<file path="src/rtl/gpu_sched_pkg.sv">
// rtl/gpu_sched_pkg.sv - shared opcodes, instruction entry layout and scheduler states
package gpu_sched_pkg;

  localparam int unsigned INSTR_X_BITS = 10;
  localparam int unsigned INSTR_Y_BITS = 9;
  localparam int unsigned INSTR_C_BITS = 8;

  localparam logic [3:0] OP_RESET     = 4'b0000;
  localparam logic [3:0] OP_SET_XY1   = 4'b0001;
  localparam logic [3:0] OP_SET_XY2   = 4'b0010;
  localparam logic [3:0] OP_SET_RAD   = 4'b0011;
  localparam logic [3:0] OP_DRAW_LINE = 4'b0100;
  localparam logic [3:0] OP_DRAW_RECT = 4'b0101;

  typedef enum logic {LINE = 1'b0, RECT = 1'b1} instr_type_t;

  typedef struct packed {
    logic [INSTR_X_BITS-1:0] x1;
    logic [INSTR_Y_BITS-1:0] y1;
    logic [INSTR_X_BITS-1:0] x2;
    logic [INSTR_Y_BITS-1:0] y2;
    logic [INSTR_X_BITS-1:0] rad;
    logic [INSTR_C_BITS-1:0] r;
    logic [INSTR_C_BITS-1:0] g;
    logic [INSTR_C_BITS-1:0] b;
  } instr_data_t;

  typedef struct packed {
    instr_type_t kind;
    instr_data_t data;
  } instr_t;

  typedef enum logic [1:0] {IDLE = 2'd0, ISSUE = 2'd1, WAIT = 2'd2} sched_state_t;

endpackage

</file>
<file path="src/rtl/gpu_instruction_scheduler_fifo.sv">
// rtl/gpu_instruction_scheduler_fifo.sv - synchronous instruction FIFO with flush
module gpu_instr_fifo
  import gpu_sched_pkg::*;
#(
  parameter int unsigned DEPTH = 4
) (
  input  logic                     clk,
  input  logic                     rst,
  input  logic                     flush_i,
  input  logic                     push_i,
  input  logic                     pop_i,
  input  instr_t                   push_data_i,
  output instr_t                   pop_data_o,
  output logic                     full_o,
  output logic [$clog2(DEPTH):0]   count_o
);

  localparam int unsigned PTR_BITS = $clog2(DEPTH);

  instr_t              mem_q [DEPTH];
  logic [PTR_BITS-1:0] wr_ptr_q, wr_ptr_d;
  logic [PTR_BITS-1:0] rd_ptr_q, rd_ptr_d;
  logic [PTR_BITS:0]   count_q, count_d;
  logic                empty;
  logic                do_push;
  logic                do_pop;

  assign empty      = (count_q == '0);
  assign full_o     = (count_q == (PTR_BITS+1)'(DEPTH));
  assign count_o    = count_q;
  assign pop_data_o = mem_q[rd_ptr_q];

  // A pop frees a slot in the same edge, so a full FIFO still accepts a push then.
  always_comb begin
    do_pop   = pop_i && !empty;
    do_push  = push_i && (!full_o || do_pop);
    wr_ptr_d = wr_ptr_q;
    rd_ptr_d = rd_ptr_q;
    count_d  = count_q;
    if (flush_i) begin
      wr_ptr_d = '0;
      rd_ptr_d = '0;
      count_d  = '0;
    end else begin
      if (do_push) wr_ptr_d = wr_ptr_q + 1'b1;
      if (do_pop)  rd_ptr_d = rd_ptr_q + 1'b1;
      if (do_push && !do_pop)      count_d = count_q + 1'b1;
      else if (do_pop && !do_push) count_d = count_q - 1'b1;
    end
  end

  always_ff @(posedge clk or posedge rst) begin
    if (rst) begin
      wr_ptr_q <= '0;
      rd_ptr_q <= '0;
      count_q  <= '0;
    end else begin
      wr_ptr_q <= wr_ptr_d;
      rd_ptr_q <= rd_ptr_d;
      count_q  <= count_d;
    end
  end

  always_ff @(posedge clk) begin
    if (do_push && !flush_i) mem_q[wr_ptr_q] <= push_data_i;
  end

endmodule

</file>
<file path="src/rtl/gpu_instruction_scheduler.sv">
// rtl/gpu_instruction_scheduler.sv - shadow parameter registers, draw queue and engine dispatch
module gpu_instruction_scheduler
  import gpu_sched_pkg::*;
#(
  parameter int unsigned WIDTH_BITS   = INSTR_X_BITS,
  parameter int unsigned HEIGHT_BITS  = INSTR_Y_BITS,
  parameter int unsigned CHANNEL_BITS = INSTR_C_BITS,
  parameter int unsigned FIFO_DEPTH   = 4
) (
  input  logic                    clk,
  input  logic                    rst,
  input  logic                    command_i,
  input  logic [3:0]              opcode_i,
  input  logic [WIDTH_BITS-1:0]   x1_i,
  input  logic [WIDTH_BITS-1:0]   x2_i,
  input  logic [HEIGHT_BITS-1:0]  y1_i,
  input  logic [HEIGHT_BITS-1:0]  y2_i,
  input  logic [WIDTH_BITS-1:0]   rad_i,
  input  logic [CHANNEL_BITS-1:0] r_i,
  input  logic [CHANNEL_BITS-1:0] g_i,
  input  logic [CHANNEL_BITS-1:0] b_i,
  input  logic                    write_enable_i,
  input  logic                    push_instruction_i,
  input  logic                    engine_done_i,
  output logic                    line_start_o,
  output logic                    rect_start_o,
  output logic [WIDTH_BITS-1:0]   x1_o,
  output logic [WIDTH_BITS-1:0]   x2_o,
  output logic [HEIGHT_BITS-1:0]  y1_o,
  output logic [HEIGHT_BITS-1:0]  y2_o,
  output logic [WIDTH_BITS-1:0]   rad_o,
  output logic [CHANNEL_BITS-1:0] r_o,
  output logic [CHANNEL_BITS-1:0] g_o,
  output logic [CHANNEL_BITS-1:0] b_o,
  output logic                    engine_abort_o,
  output logic                    fifo_full_o,
  output logic                    overflow_o,
  output logic                    busy_o
);

  sched_state_t          state_q, state_d;
  instr_data_t           out_q, out_d;
  logic                  line_start_q, line_start_d;
  logic                  rect_start_q, rect_start_d;
  logic                  abort_q, abort_d;
  logic                  overflow_q, overflow_d;
  logic [WIDTH_BITS-1:0] sx1_q, sx1_d, sx2_q, sx2_d, srad_q, srad_d;
  logic [HEIGHT_BITS-1:0] sy1_q, sy1_d, sy2_q, sy2_d;

  logic                      soft_reset, push_req, pop_req, fifo_empty, fifo_full;
  logic [$clog2(FIFO_DEPTH):0] fifo_count;
  instr_t                    fifo_wdata, fifo_head;

  assign soft_reset = command_i && (opcode_i == OP_RESET);
  assign push_req   = command_i && push_instruction_i &&
                      ((opcode_i == OP_DRAW_LINE) || (opcode_i == OP_DRAW_RECT));
  assign fifo_empty = (fifo_count == '0);
  assign pop_req    = (state_q == IDLE) && !fifo_empty && !soft_reset;

  // The snapshot takes the shadow values held before this edge.
  always_comb begin
    fifo_wdata.kind     = (opcode_i == OP_DRAW_RECT) ? RECT : LINE;
    fifo_wdata.data.x1  = sx1_q;
    fifo_wdata.data.y1  = sy1_q;
    fifo_wdata.data.x2  = sx2_q;
    fifo_wdata.data.y2  = sy2_q;
    fifo_wdata.data.rad = srad_q;
    fifo_wdata.data.r   = r_i;
    fifo_wdata.data.g   = g_i;
    fifo_wdata.data.b   = b_i;
  end

  gpu_instr_fifo #(.DEPTH(FIFO_DEPTH)) u_fifo (
    .clk         (clk),
    .rst         (rst),
    .flush_i     (soft_reset),
    .push_i      (push_req),
    .pop_i       (pop_req),
    .push_data_i (fifo_wdata),
    .pop_data_o  (fifo_head),
    .full_o      (fifo_full),
    .count_o     (fifo_count)
  );

  always_comb begin
    sx1_d  = sx1_q;
    sy1_d  = sy1_q;
    sx2_d  = sx2_q;
    sy2_d  = sy2_q;
    srad_d = srad_q;
    if (soft_reset) begin
      sx1_d  = '0;
      sy1_d  = '0;
      sx2_d  = '0;
      sy2_d  = '0;
      srad_d = '0;
    end else if (command_i && write_enable_i) begin
      case (opcode_i)
        OP_SET_XY1: begin sx1_d = x1_i; sy1_d = y1_i; end
        OP_SET_XY2: begin sx2_d = x2_i; sy2_d = y2_i; end
        OP_SET_RAD: srad_d = rad_i;
        default: ;
      endcase
    end
  end

  always_comb begin
    state_d      = state_q;
    out_d        = out_q;
    line_start_d = 1'b0;
    rect_start_d = 1'b0;
    abort_d      = 1'b0;
    overflow_d   = overflow_q;
    if (soft_reset) begin
      state_d    = IDLE;
      abort_d    = 1'b1;
      overflow_d = 1'b0;
    end else begin
      if (push_req && fifo_full && !pop_req) overflow_d = 1'b1;
      case (state_q)
        IDLE: if (pop_req) begin
          out_d        = fifo_head.data;
          line_start_d = (fifo_head.kind == LINE);
          rect_start_d = (fifo_head.kind == RECT);
          state_d      = ISSUE;
        end
        ISSUE:   state_d = WAIT;
        WAIT:    if (engine_done_i) state_d = IDLE;
        default: state_d = IDLE;
      endcase
    end
  end

  always_ff @(posedge clk or posedge rst) begin
    if (rst) begin
      state_q      <= IDLE;
      out_q        <= '0;
      line_start_q <= 1'b0;
      rect_start_q <= 1'b0;
      abort_q      <= 1'b0;
      overflow_q   <= 1'b0;
      sx1_q        <= '0;
      sy1_q        <= '0;
      sx2_q        <= '0;
      sy2_q        <= '0;
      srad_q       <= '0;
    end else begin
      state_q      <= state_d;
      out_q        <= out_d;
      line_start_q <= line_start_d;
      rect_start_q <= rect_start_d;
      abort_q      <= abort_d;
      overflow_q   <= overflow_d;
      sx1_q        <= sx1_d;
      sy1_q        <= sy1_d;
      sx2_q        <= sx2_d;
      sy2_q        <= sy2_d;
      srad_q       <= srad_d;
    end
  end

  assign line_start_o   = line_start_q;
  assign rect_start_o   = rect_start_q;
  assign x1_o           = out_q.x1;
  assign y1_o           = out_q.y1;
  assign x2_o           = out_q.x2;
  assign y2_o           = out_q.y2;
  assign rad_o          = out_q.rad;
  assign r_o            = out_q.r;
  assign g_o            = out_q.g;
  assign b_o            = out_q.b;
  assign engine_abort_o = abort_q;
  assign fifo_full_o    = fifo_full;
  assign overflow_o     = overflow_q;
  assign busy_o         = (state_q != IDLE) || !fifo_empty;

endmodule

</file>
<file path="config.mk">
export PLATFORM = sky130hd
export DESIGN_NAME = gpu_instruction_scheduler
export DESIGN_NICKNAME = d
export VERILOG_FILES = /design/src/rtl/gpu_sched_pkg.sv /design/src/rtl/gpu_instruction_scheduler_fifo.sv /design/src/rtl/gpu_instruction_scheduler.sv
export SDC_FILE = /design/constraint.sdc
export NUM_CORES = 1
export LEC_CHECK = 0
export CAP_MARGIN = 20
export CELL_PAD_IN_SITES_DETAIL_PLACEMENT = 0
export CELL_PAD_IN_SITES_GLOBAL_PLACEMENT = 1
export CORE_MARGIN = 2
export CORE_UTILIZATION = 53
export DETAILED_ROUTE_END_ITERATION = 6
export PLACE_DENSITY = 0.83
export RECOVER_POWER = 100
export SYNTH_ARGS = -nofsm -noshare
export SYNTH_HDL_FRONTEND = slang
export SYNTH_HIERARCHICAL = 1
export SYNTH_SLANG_ARGS = --single-unit
</file>
<file path="constraint.sdc">
create_clock -name clk -period 15.41 [get_ports clk]
set_input_delay 3.082 -clock clk [delete_from_list [all_inputs] [get_ports clk]]
set_output_delay 3.082 -clock clk [all_outputs]
set_load 0.01 [all_outputs]
</file>
# Yosys cells after proc, flatten, opt, wreduce, memory -nomap -nowiden
# Memories as Yosys holds them, arrays and structs flattened.
# Index checks and enable logic that the tools add are counted.
# W data, S select, Z words.
dict set report op_classes {
  bitwise_logic 2
  eq_ne 10
  add_sub_neg 4
  reduce_logical 39
  mul 0
  div 0
  n_shift 0
  magnitude_cmp 0
  n_mux 38
}
# cell n
set ops {}
lappend ops {{$mux W10} 9}
lappend ops {{$mux W9} 6}
lappend ops {{$reduce_bool A2 Y1} 8}
lappend ops {{$mux W2} 7}
lappend ops {{$logic_and A1 B1 Y1} 13}
lappend ops {{$mux W1} 12}
lappend ops {{$mux W3} 3}
lappend ops {{$eq A4 B2 Y1 const B} 2}
lappend ops {{$eq A4 B3 Y1 const B} 2}
lappend ops {{$reduce_and A2 Y1} 4}
lappend ops {{$logic_not A1 Y1} 6}
lappend ops {{$ne A3 B2 Y1 const B} 2}
lappend ops {{$pmux W2 S3} 1}
lappend ops {{$add A2 B1 Y2 const B} 2}
lappend ops {{$eq A4 B1 Y1 const B} 1}
lappend ops {{$logic_not A4 Y1} 1}
lappend ops {{$add A3 B1 Y3 const B} 1}
lappend ops {{$eq A3 B3 Y1 const B} 1}
lappend ops {{$logic_not A3 Y1} 1}
lappend ops {{$logic_or A1 B1 Y1} 3}
lappend ops {{$reduce_and A3 Y1} 1}
lappend ops {{$reduce_bool A3 Y1} 1}
lappend ops {{$sub A3 B1 Y3 const B} 1}
lappend ops {{$eq A2 B1 Y1 const B} 1}
lappend ops {{other kinds (3)} 4}
dict set report word_totals {
  output_inout_bits 78
  mem_count 1
  wordCells 115
  romBits 0
  reg_bits 133
  latch_bits 0
  ram_bits 292
}
# memory depth word_bits read_ports rd_clocked_by_memory_dff write_ports line_no
set memory_table {}
lappend memory_table {u_fifo.mem_q 4 73 1 0 1 gpu_instruction_scheduler_fifo.sv:20} ;# instr_t mem_q [DEPTH];

# Depth between registers and ports, before layout
# Gate-level depths: netlist of run 1.
dict set report depth {
  depth_word 12
  mapped_depth 13
  ltp_nobuf 9
}

# Cells and area by module
# Netlist of run 1, hierarchy kept.
# module area_each_um2 seq_area_each_um2 cells_each n_inst
set modules_own_cells {}
lappend modules_own_cells {gpu_instr_fifo 11074.4 8943.6 443 1}
lappend modules_own_cells {gpu_instruction_scheduler 4977.3 3153.0 355 1}

# Least setup slack after synthesis of run 1
# Ideal clock, no wire load.
dict set report synth_path {
  path_type {in2reg}
  start {input command_i}
  end {memory u_fifo/mem_q[0][0] (netlist bit) (enable)}
  t_arrival_ns 9.531
  t_required_ns 14.801
  path_stages 9
  n_path_buf 4
  slack_ns 5.270
  setup_ns 0.609
  cell_sequence {or4b_1 > buf_2 > o211ai_4 > buf_6 > buf_6 > inv_1 > buf_2 > o21ai_0 > nor3b_1}
}
dict set report synth_between {
  elab_chain_cells 9
  elab_cells_between_ends 11
  cone_classes {2 x mux; 9 x reduce/logical}
}
# item line_no
set synth_rtl {}
lappend synth_rtl {{start: declaration} gpu_instruction_scheduler.sv:12} ;# input logic command_i,
lappend synth_rtl {{$logic_and A1 B1 Y1} gpu_instruction_scheduler.sv:54} ;# assign soft_reset = command_i && (opcode_i == OP_RESET);
lappend synth_rtl {{$logic_not A1 Y1} gpu_instruction_scheduler.sv:58} ;# assign pop_req = (state_q == IDLE) && !fifo_empty && !soft_reset;
lappend synth_rtl {{$logic_and A1 B1 Y1} gpu_instruction_scheduler.sv:58}
lappend synth_rtl {{named net pop_req} gpu_instruction_scheduler.sv:50} ;# logic soft_reset, push_req, pop_req, fifo_empty, fifo_full;
lappend synth_rtl {{$logic_and A1 B1 Y1} gpu_instruction_scheduler_fifo.sv:35} ;# do_pop = pop_i && !empty;
lappend synth_rtl {{$logic_or A1 B1 Y1} gpu_instruction_scheduler_fifo.sv:36} ;# do_push = push_i && (!full_o || do_pop);
lappend synth_rtl {{$logic_and A1 B1 Y1} gpu_instruction_scheduler_fifo.sv:36}
lappend synth_rtl {{$logic_and A1 B1 Y1} gpu_instruction_scheduler_fifo.sv:65} ;# if (do_push && !flush_i) mem_q[wr_ptr_q] <= push_data_i;
lappend synth_rtl {{$mux W1} gpu_instruction_scheduler_fifo.sv:65}
lappend synth_rtl {{$mux W1 (not written as such)} gpu_instruction_scheduler_fifo.sv:65}
lappend synth_rtl {{end: declaration} gpu_instruction_scheduler_fifo.sv:20}
# The timed path passes the listed nets, and every way through them passes these cells.

==> summary.txt, run 1 <==
Status: finished, violations left
Violated checks: max-capacitance violations, max-slew violations
Cts bufs inserted: 42
Total power: 3.433 mW
First-pass GRT wire length: 46800 um
Met3 Use GR: 3.261%
Clock sinks: 425
Clock skew: 0.02468 ns
Synth cell types: 44
RSZ-0062 raised after global routing: no
Critical setup path kind: primary input to asynchronous set/reset pin
Achievable clock frequency: 121.1 MHz
Register area share after synthesis: 75.36%
Measured slew at the worst slew-check pin: 3.800 ns
Core Area: 29720 um^2
Worst slew margin: -153.4%
PostCTS Resize Cnt: 0
Synth Register Bits: 425
Synth area leaders: edfxtp_1 55%, dfrtp_1 21%, mux4_2 10%
Final WS setup: 7.155 ns
Synth Cell Area: 16050 um^2
Final #Nets: 1066
I/O Pins: 160
Pleak: 6.978 nW
Fin Hold WS: 0.4805 ns
Post-Syn Area per Cell: 20.11 um^2
Cells after synthesis: 798
Tmin final: 8.255 ns
Setup TNS Final: 0 ns
Most frequent cells in the layout: 292 x edfxtp_1, 131 x dfrtp_1, 105 x dlygate4sd3_1
Final Util: 65.27%
Crit-path max FO: 66
VDD IR max: 0.09403 mV
Final hold vios: 0
DIE WIDTH: 178.0 um
Htree depth: 2
Vias per cell: 5.540
CTS tree: built
Top Usage Layer GRT: met2
Max Cap Viol: 10
Routed WL: 29960 um
Synth top area share: 54.63%
WP data required: 15.25 ns
Max clock buf depth: 3
Via count: 7773
Std-Cell Rows: 63
FILL cells: 2008
Layout cells sized above 1: 18.56%
Root Buffer: clkbuf_16
Gr usage total: 19.76%
Pins Over Slew Limit: 463
EDFF count, synth: 292
Finished Cell Area: 19400 um^2
Final Setup Violations: 0
First-pass DRT Iterations: 6
DR iter-0 viols: 519
Hpwl dp: 17560 um
Synth warn: 6
Largest net degree at the start of global routing: 76
Inst Count DP: 1321
Met2 Use GR: 33.41%
Clock-pin slew on the worst setup and hold paths: 0.06 ns
Starting Density: 54.01%
Placed cell areas: 18030 um^2
Main flop type after synthesis: edfxtp_1
Hold crit path type: flop to flop
Initial antenna violation count: 1
Power Dens Cells: 177.0 nW/um^2
Tcrit/Tclk final: 53.57%
WP data arrival: 8.10 ns
Mapped Nets: 885
Met1 GRT Util: 27.02%
Setup Buffers After CTS: 0
Vias in the first global route: 8285
Worst setup EP type: asynchronous set/reset pin
GPL Wtd Cong: 0.7416
CP Launch Type: primary input
Port Buffers: 159
Synth area leader: edfxtp_1
Global route total overflow: 0
Async SR Flop Fraction: 31.29%
Worst skew pair latency: 0.54 ns
Antenna viol nets, final: 0
Final Non-Filler Cells: 1403
DR WL/cell: 21.35 um
CTS Hold Bufs: 0
DP Worst Slack: 9.018 ns
DIE AREA: 31690 um^2
Ant diodes: 0
DRC Markers: 0
Die height: 178.0 um
Area Overhead vs Synth: 20.84%
Most common cell after layout, fill and taps aside: edfxtp_1
-- critical path, stage by stage --
cell	delay [ns]
dlygate4sd3_1	0.61
clkinvlp_2	1.77
clkbuf_1	2.57
-- logic make-up (layout without fill, tap and decap cells) --
kind of cell | after synthesis | after routing | synth area share (%)
simple gates | 65 | 65 | 2.050
compound gates | 42 | 42 | 2.066
xor+xnor | 3 | 3 | 0.1637
flops | 425 | 425 | 75.36
mux | 180 | 180 | 17.52
buf+inv | 78 | 293 | 2.401
fa+ha+maj | 5 | 5 | 0.4365
-- cell usage after synthesis (9+ instances only) --
cell type    n
mux2_1      36
o21ai_0     12
mux2i_1     32
nand2_1     21
nor2_1      16
mux4_2      73
buf_4       11
edfxtp_1   292
inv_1       39
buf_2       11
mux2_2      38
dfrtp_1    133
clkbuf_1     9
a22o_1      19
-- worst paths after layout --
| kind | start | to | slack, ns | cells past startpoint |
|---|---|---|---|---|
| setup / recovery | rst | sy1_q[1] | 7.16 | 3 |
| min in group asynchronous | rst | u_fifo/wr_ptr_q[0] | 3.06 | 2 |
| setup reg to reg | u_fifo/count_o[1] | rad_o[9] | 10.33 | 5 |
| hold / removal | rad_o[4] | rad_o[4] | 0.48 | 1 |
| max in group clk | command_i | rad_o[9] | 7.17 | 6 |
| hold reg to reg | rad_o[4] | rad_o[4] | 0.48 | 1 |
-- where the power goes --
group	total, mW	switching (mW)	internal, mW	leakage (nW)
registers	1.56	0.150	1.41	4.23
logic	0.873	0.363	0.510	2.05
clock network	1.00	0.401	0.601	0.699
total	3.43	0.914	2.52	6.98
-- metal layers --
layer,vias to the layer above,part of all wire [%]
li1,3456,-
met1,4057,43
met2,215,50
met3,45,4.5
met4,0,2.0
met5,-,0
-- sequential cells by signal (all words and copies together), names as in the netlist, 2 cells and up --
signal,count
sx2_q,10
r_o,8
sy1_q,9
y2_o,9
x2_o,10
x1_o,10
sx1_q,10
g_o,8
state_q,2
y1_o,9
u_fifo/wr_ptr_q,2
b_o,8
u_fifo/rd_ptr_q,2
sy2_q,9
u_fifo/mem_q,292
rad_o,10
u_fifo/count_o,3
srad_q,10
-- layout make-up --
cell class	count	area, um^2	share of cell area, %
Inverter	39	147.6	0.7611
Sequential cell	425	12100	62.40
Clock inverter	14	137.6	0.7095
Tap cell	390	488.0	2.516
Clock buffer	64	1264	6.515
Multi-Input combinational cell	295	3550	18.30
Timing Repair Buffer	176	1707	8.798
Note: power is estimated with default switching activity, not from simulation.
==> run 2: changes to the inputs <==
Settings changed: CORE_UTILIZATION 53 to 49, PLACE_DENSITY 0.83 to 0.78.
Clock period 15.41 ns to 8 ns, I/O delays scaled along.
==> run 2 against run 1 <==
Effect of this change:
- the flow still finishes with violations (max-capacitance violations, max-slew violations)
- global-route usage fell by 2.0 points
- non-clock buffer count decreased by 4
- highest routed layer is now met5
- largest cell class unchanged
- combinational power rose by 89%
- final cell count up 3.4%
- sequential share of layout area fell by 0.28 points
- count of clock-buffer cells in the layout decreased by 1
- first-iteration DRC count is 8.3% higher
- critical path type is now primary input to flop
- core utilization down 5.1 points
- worst setup slack worse by 4.8 ns
- power up 94%
- sequential power rose by 92%
==> summary.txt, run 2 (same netlist as run 1, synthesis figures left out) <==
Footprint of the multi-input gates: 3550 um^2 (unchanged)
Metal3 WL: 1644 um (+21%)
Fin Hold WS: 0.4818 ns (+0.001335 ns)
DIE WIDTH: 185.0 um (+3.9%)
Status: finished, violations left
I/O Pins: 160 (unchanged)
Final Util: 60.19% (-5.1 points)
Cts bufs inserted: 43 (+2.4%)
Reg area: 12100 um^2 (unchanged)
Achievable clock frequency: 176.4 MHz
Pins Over Slew Limit: 234 (-49%)
DRC Markers: 0 (unchanged)
PostCTS Resize Cnt: 0 (unchanged)
Worst slew margin: -81.66% (+72 points)
DR WL/cell: 20.64 um (-3.4%)
Pleak: 6.993 nW (+0.23%)
Final Setup Violations: 0 (unchanged)
Final #Nets: 1063 (-0.28%)
Hpwl dp: 18300 um (+4.2%)
Antenna viol nets, final: 0 (unchanged)
RSZ-0062 raised after global routing: no
Crit-path max cell delay: 1.43 ns (-1.14 ns)
Violated checks: max-capacitance violations, max-slew violations
Critical setup path kind: primary input to flop
Most frequent cells in the layout: 292 x edfxtp_1, 131 x dfrtp_1, 105 x dlygate4sd3_1
Std-Cell Rows: 66 (+4.8%)
DIE AREA: 34220 um^2 (+8.0%)
DR top layer: met5
Die height: 185.0 um (+3.9%)
Worst r2r path cells: 7 (+2)
Vias in the first global route: 7835 (-5.4%)
Most common cell after layout, fill and taps aside: edfxtp_1
DP Worst Slack: 2.399 ns (-6.619 ns)
Root Buffer: clkbuf_16
Worst setup EP type: flop
Ant diodes: 0 (unchanged)
Max Cap Viol: 6 (-4)
Critical path buffer and inverter count: 4 (+1)
Htree depth: 2 (unchanged)
Global route total overflow: 0 (unchanged)
DR iter-0 viols: 562 (+8.3%)
Tcrit/Tclk final: 70.86%
CTS tree: built
Starting Density: 49.59% (-4.4 points)
CP Launch Type: primary input
Final hold vios: 0 (unchanged)
Max reg flops: 292 (unchanged)
Register name with the most flops: u_fifo/mem_q
Critical path depth in cells: 8 (+5)
Largest net degree at the start of global routing: 76 (unchanged)
Tmin final: 5.669 ns
Gr usage total: 17.75% (-2.0 points)
First-pass DRT Iterations: 5 (-1)
Power Dens Cells: 341.7 nW/um^2 (+93%)
WP data arrival: 5.79 ns (-2.31 ns)
Cell count of the worst hold path: 1 (unchanged)
Clock sinks: 425 (unchanged)
Worst skew pair latency: 0.53 ns (about the same)
Clock skew: 0.01827 ns (-0.006402 ns)
Area Overhead vs Synth: 21.39%
Initial antenna violation count: 1 (unchanged)
Final WS setup: 2.331 ns (-4.824 ns)
FILL cells: 2419 (+20%)
Layout cells sized above 1: 18.63% (+0.074 points)
CP top delay family: buffers and inverters
Clock-pin slew on the worst setup and hold paths: 0.06 ns (about the same)
Setup Buffers After CTS: 0 (unchanged)
Port Buffers: 159 (unchanged)
Routed WL: 29950 um (about the same)
Measured slew at the worst slew-check pin: 2.710 ns (-1.090 ns)
CTS Hold Bufs: 0 (unchanged)
WP data required: 8.12 ns (-7.13 ns)
Slowest CP cell: clkbuf_2
Crit-path max FO: 61 (-7.6%)
GPL Wtd Cong: 0.7167 (-3.4%)
Total power: 6.659 mW (+94%)
Met1 wire length: 12680 um (-2.4%)
Hold crit path type: flop to flop
Routed wl met2: 15020 um (about the same)
Ordered cell list for the critical path: dlygate4sd3_1 -> or4b_1 -> o211ai_1 -> inv_1 -> o21ai_0 -> nor3b_1 -> clkbuf_1 -> clkbuf_2
VDD IR max: 0.2026 mV (+120%)
Core Area: 32370 um^2 (+8.9%)
Max clock buf depth: 3 (unchanged)
First-pass GRT wire length: 45050 um (-3.7%)
Via count: 7730 (-0.55%)
Setup TNS Final: 0 ns (unchanged)
Vias per cell: 5.327 (-3.8%)
[run 2: changes by cell type in the layout (fill, tap and decap cells not counted), sizes merged]
cell and change:
buf +3, bufinv +2, clkbuf -8, clkinvlp +1, inv -2
[run 2: routing by layer]
layer  global-route usage (%)  vias to the layer above
li1                         -                     3457
met1                    23.76                     4018
met2                    30.35                      205
met3                    3.126                       48
met4                    4.667                        2
met5                        0                        -
[run 2: report_power, final]
part / leakage (nW) / internal, mW / switching [mW]
Clock: 0.708 / 1.23 / 0.776
Combinational: 2.05 / 0.954 / 0.699
Sequential: 4.23 / 2.71 / 0.290
[run 2: final timing paths]
path	from	endpoint	slack, ns
max	command_i	u_fifo/mem_q[0][7]	2.33
min	rad_o[0]	rad_o[0]	0.48
max reg2reg	u_fifo/count_o[0]	u_fifo/mem_q[0][7]	3.78
min reg2reg	rad_o[0]	rad_o[0]	0.48
max in group asynchronous	rst	srad_q[6]	2.85
min in group asynchronous	rst	u_fifo/count_o[1]	1.59
[run 2: layout make-up]
class	count	share of cell area, %
flip-flops and latches	425	62.12
multi-input cells	295	18.22
repair buffers	172	8.650
clock buffers	63	6.537
well taps	442	2.838
clock inverters	15	0.8797
inverters	39	0.7577
[run 2: worst reg2reg max path, stage by stage (launching register included)]
cell and delay [ns]:
dfrtp_1 0.52, or3_1 0.18, o211ai_1 0.11, inv_1 0.26, o21ai_0 0.27, nor3b_1 0.36
clkbuf_1 0.62, clkbuf_2 1.43
[run 2: metrics by stage]
stage / area, um^2 / std cells
floorplan: 16050 / 798
global placement: 18080 / 1371
detailed placement: 18080 / 1371
CTS: 19530 / 1449
global route: 19480 / 1451
finish: 19480 / 1451
==> run 3: changes to the inputs <==
Settings changed: CORE_UTILIZATION 49 to 44, PLACE_DENSITY 0.78 to 0.74.
Clock period 8 ns to 5.2 ns, I/O delays scaled along.
==> run 3 against run 2 <==
Effect of this change:
- the run still ends with max-capacitance violations, max-slew violations left
- register-to-register slack got worse by 1.6 ns
- sequential cell count did not move
- global-route usage fell by 1.1 points
- sequential power rose by 53%
- die area rose by 11%
- count of clock-buffer cells in the layout fell by 10
- critical path depth rose by 1
- critical path type unchanged
- highest routed layer is now met4
==> summary.txt, run 3 (same netlist as run 1, synthesis figures left out) <==
Pins Over Slew Limit: 97 (-59%)
DR WL/cell: 21.12 um (+2.3%)
Antenna viol nets, final: 0 (unchanged)
Clock skew: 0.01955 ns (+0.001278 ns)
Worst R2R Start: u_fifo/count_o[2]
DIE AREA: 38030 um^2 (+11%)
Max clock buf depth: 3 (unchanged)
Htree depth: 2 (unchanged)
GPL Wtd Cong: 0.7235 (+0.95%)
Cell count of the worst hold path: 1 (unchanged)
Area Overhead vs Synth: 21.92%
Worst r2r path cells: 7 (unchanged)
First-pass DRT Iterations: 5 (unchanged)
I/O Pins: 160 (unchanged)
Ant diodes: 0 (unchanged)
DIE WIDTH: 195 um (+5.4%)
Final hold vios: 0 (unchanged)
Hold crit path type: flop to flop
Std-Cell Rows: 69 (+4.5%)
CP Launch Type: primary input
First-pass GRT wire length: 48310 um (+7.2%)
Cts bufs inserted: 43 (unchanged)
Final Setup Violations: 0 (unchanged)
RSZ-0062 raised after global routing: no
Routed WL: 31240 um (+4.3%)
VDD IR max: 0.2775 mV (+37%)
Starting Density: 44.91% (-4.7 points)
Setup Buffers After CTS: 0 (unchanged)
Max Cap Viol: 1 (-5)
Hpwl dp: 18530 um (+1.2%)
Status: finished, violations left
Setup TNS Final: 0 ns (unchanged)
Crit-path max FO: 73 (+20%)
Measured slew at the worst slew-check pin: 2.293 ns (-0.4174 ns)
WP data arrival: 4.30 ns (-1.49 ns)
Achievable clock frequency: 239.9 MHz
Vias in the first global route: 8251 (+5.3%)
Critical setup path kind: primary input to flop
Gr usage total: 16.69% (-1.1 points)
Vias per cell: 5.239 (-1.7%)
Largest net degree at the start of global routing: 97 (+28%)
CP Launch Point: opcode_i[1]
Most frequent cells in the layout: 292 x edfxtp_1, 131 x dfrtp_1, 105 x dlygate4sd3_1
Fin Hold WS: 0.4836 ns (+0.001754 ns)
DR iter-0 viols: 414 (-26%)
CTS Hold Bufs: 0 (unchanged)
Power Dens Cells: 523.4 nW/um^2 (+53%)
Worst skew pair latency: 0.52 ns (about the same)
Layout cells sized above 1: 19.25% (+0.62 points)
Port Buffers: 159 (unchanged)
Worst hold path startpoint: rad_o[2]
Final #Nets: 1071 (+0.75%)
Via count: 7748 (+0.23%)
Core Area: 35740 um^2 (+10%)
Clock sinks: 425 (unchanged)
Most common cell after layout, fill and taps aside: edfxtp_1
Worst slew margin: -52.84% (+29 points)
WP data required: 5.33 ns (-2.79 ns)
Max reg flops: 292 (unchanged)
Initial antenna violation count: 1 (unchanged)
DRC Markers: 0 (unchanged)
Worst setup EP type: flop
Die height: 195 um (+5.4%)
Root Buffer: clkbuf_16
Global route total overflow: 0 (unchanged)
Tmin final: 4.168 ns
PostCTS Resize Cnt: 0 (unchanged)
Tcrit/Tclk final: 80.15%
Pleak: 7.017 nW (+0.33%)
Clock-pin slew on the worst setup and hold paths: 0.06 ns (about the same)
Register name with the most flops: u_fifo/mem_q
CTS tree: built
Violated checks: max-capacitance violations, max-slew violations
[run 3: worst max-delay path, stage by stage]
cell and delay, ns:
dlygate4sd3_1 0.62, or4b_1 0.13, clkbuf_1 0.57, o211ai_4 0.11, inv_1 0.29, o21ai_0 0.14
buf_4 0.19, nor3b_1 0.19, clkbuf_4 0.99
[run 3: cell type report]
cell class	instances	area, um^2
fill	2805	16170
sequential	425	12100
multi-input combinational	295	3588
timing repair buffer	180	1722
clock buffer	53	1156
tap	461	576.8
clock inverter	26	272.8
inverter	39	150.1
[run 3: per-layer routing]
metal	GRT usage, %	wire length (um)	vias up
met4	3.619	464	0
met1	23.49	14210	4057
met3	2.884	1313	37
li1	-	-	3478
met5	0	0	-
met2	27.63	15250	176
[run 3: path summary, 6_finish.rpt]
kind | slack, ns | endpoint
hold / removal | 0.48 | rad_o[2]
setup / recovery | 1.03 | u_fifo/mem_q[0][21]
hold reg to reg | 0.48 | rad_o[2]
min in group asynchronous | 1.03 | u_fifo/wr_ptr_q[1]
setup reg to reg | 2.16 | u_fifo/mem_q[0][21]
max in group asynchronous | 1.65 | x1_o[8]
[run 3: per-stage QoR]
step | total power, mW | instance area, um^2 | instances | util (%) | setup slack [ns]
after floorplan | 6.332 | 16070 | 798 | - | -0.4028
after global placement | 7.370 | 18220 | 1399 | 50.99 | 1.106
after detailed placement | 7.410 | 18220 | 1399 | 50.99 | 1.122
after CTS | 10.54 | 19650 | 1478 | 54.98 | 1.656
after global routing | 10.75 | 19570 | 1479 | 54.75 | 0.7842
final | 10.24 | 19570 | 1479 | 54.75 | 1.032
[run 3: where the power goes]
| group | switching (mW) | internal (mW) |
|---|---|---|
| clock network | 1.22 | 1.88 |
| logic | 1.07 | 1.47 |
| registers | 0.435 | 4.17 |
| total | 2.73 | 7.51 |
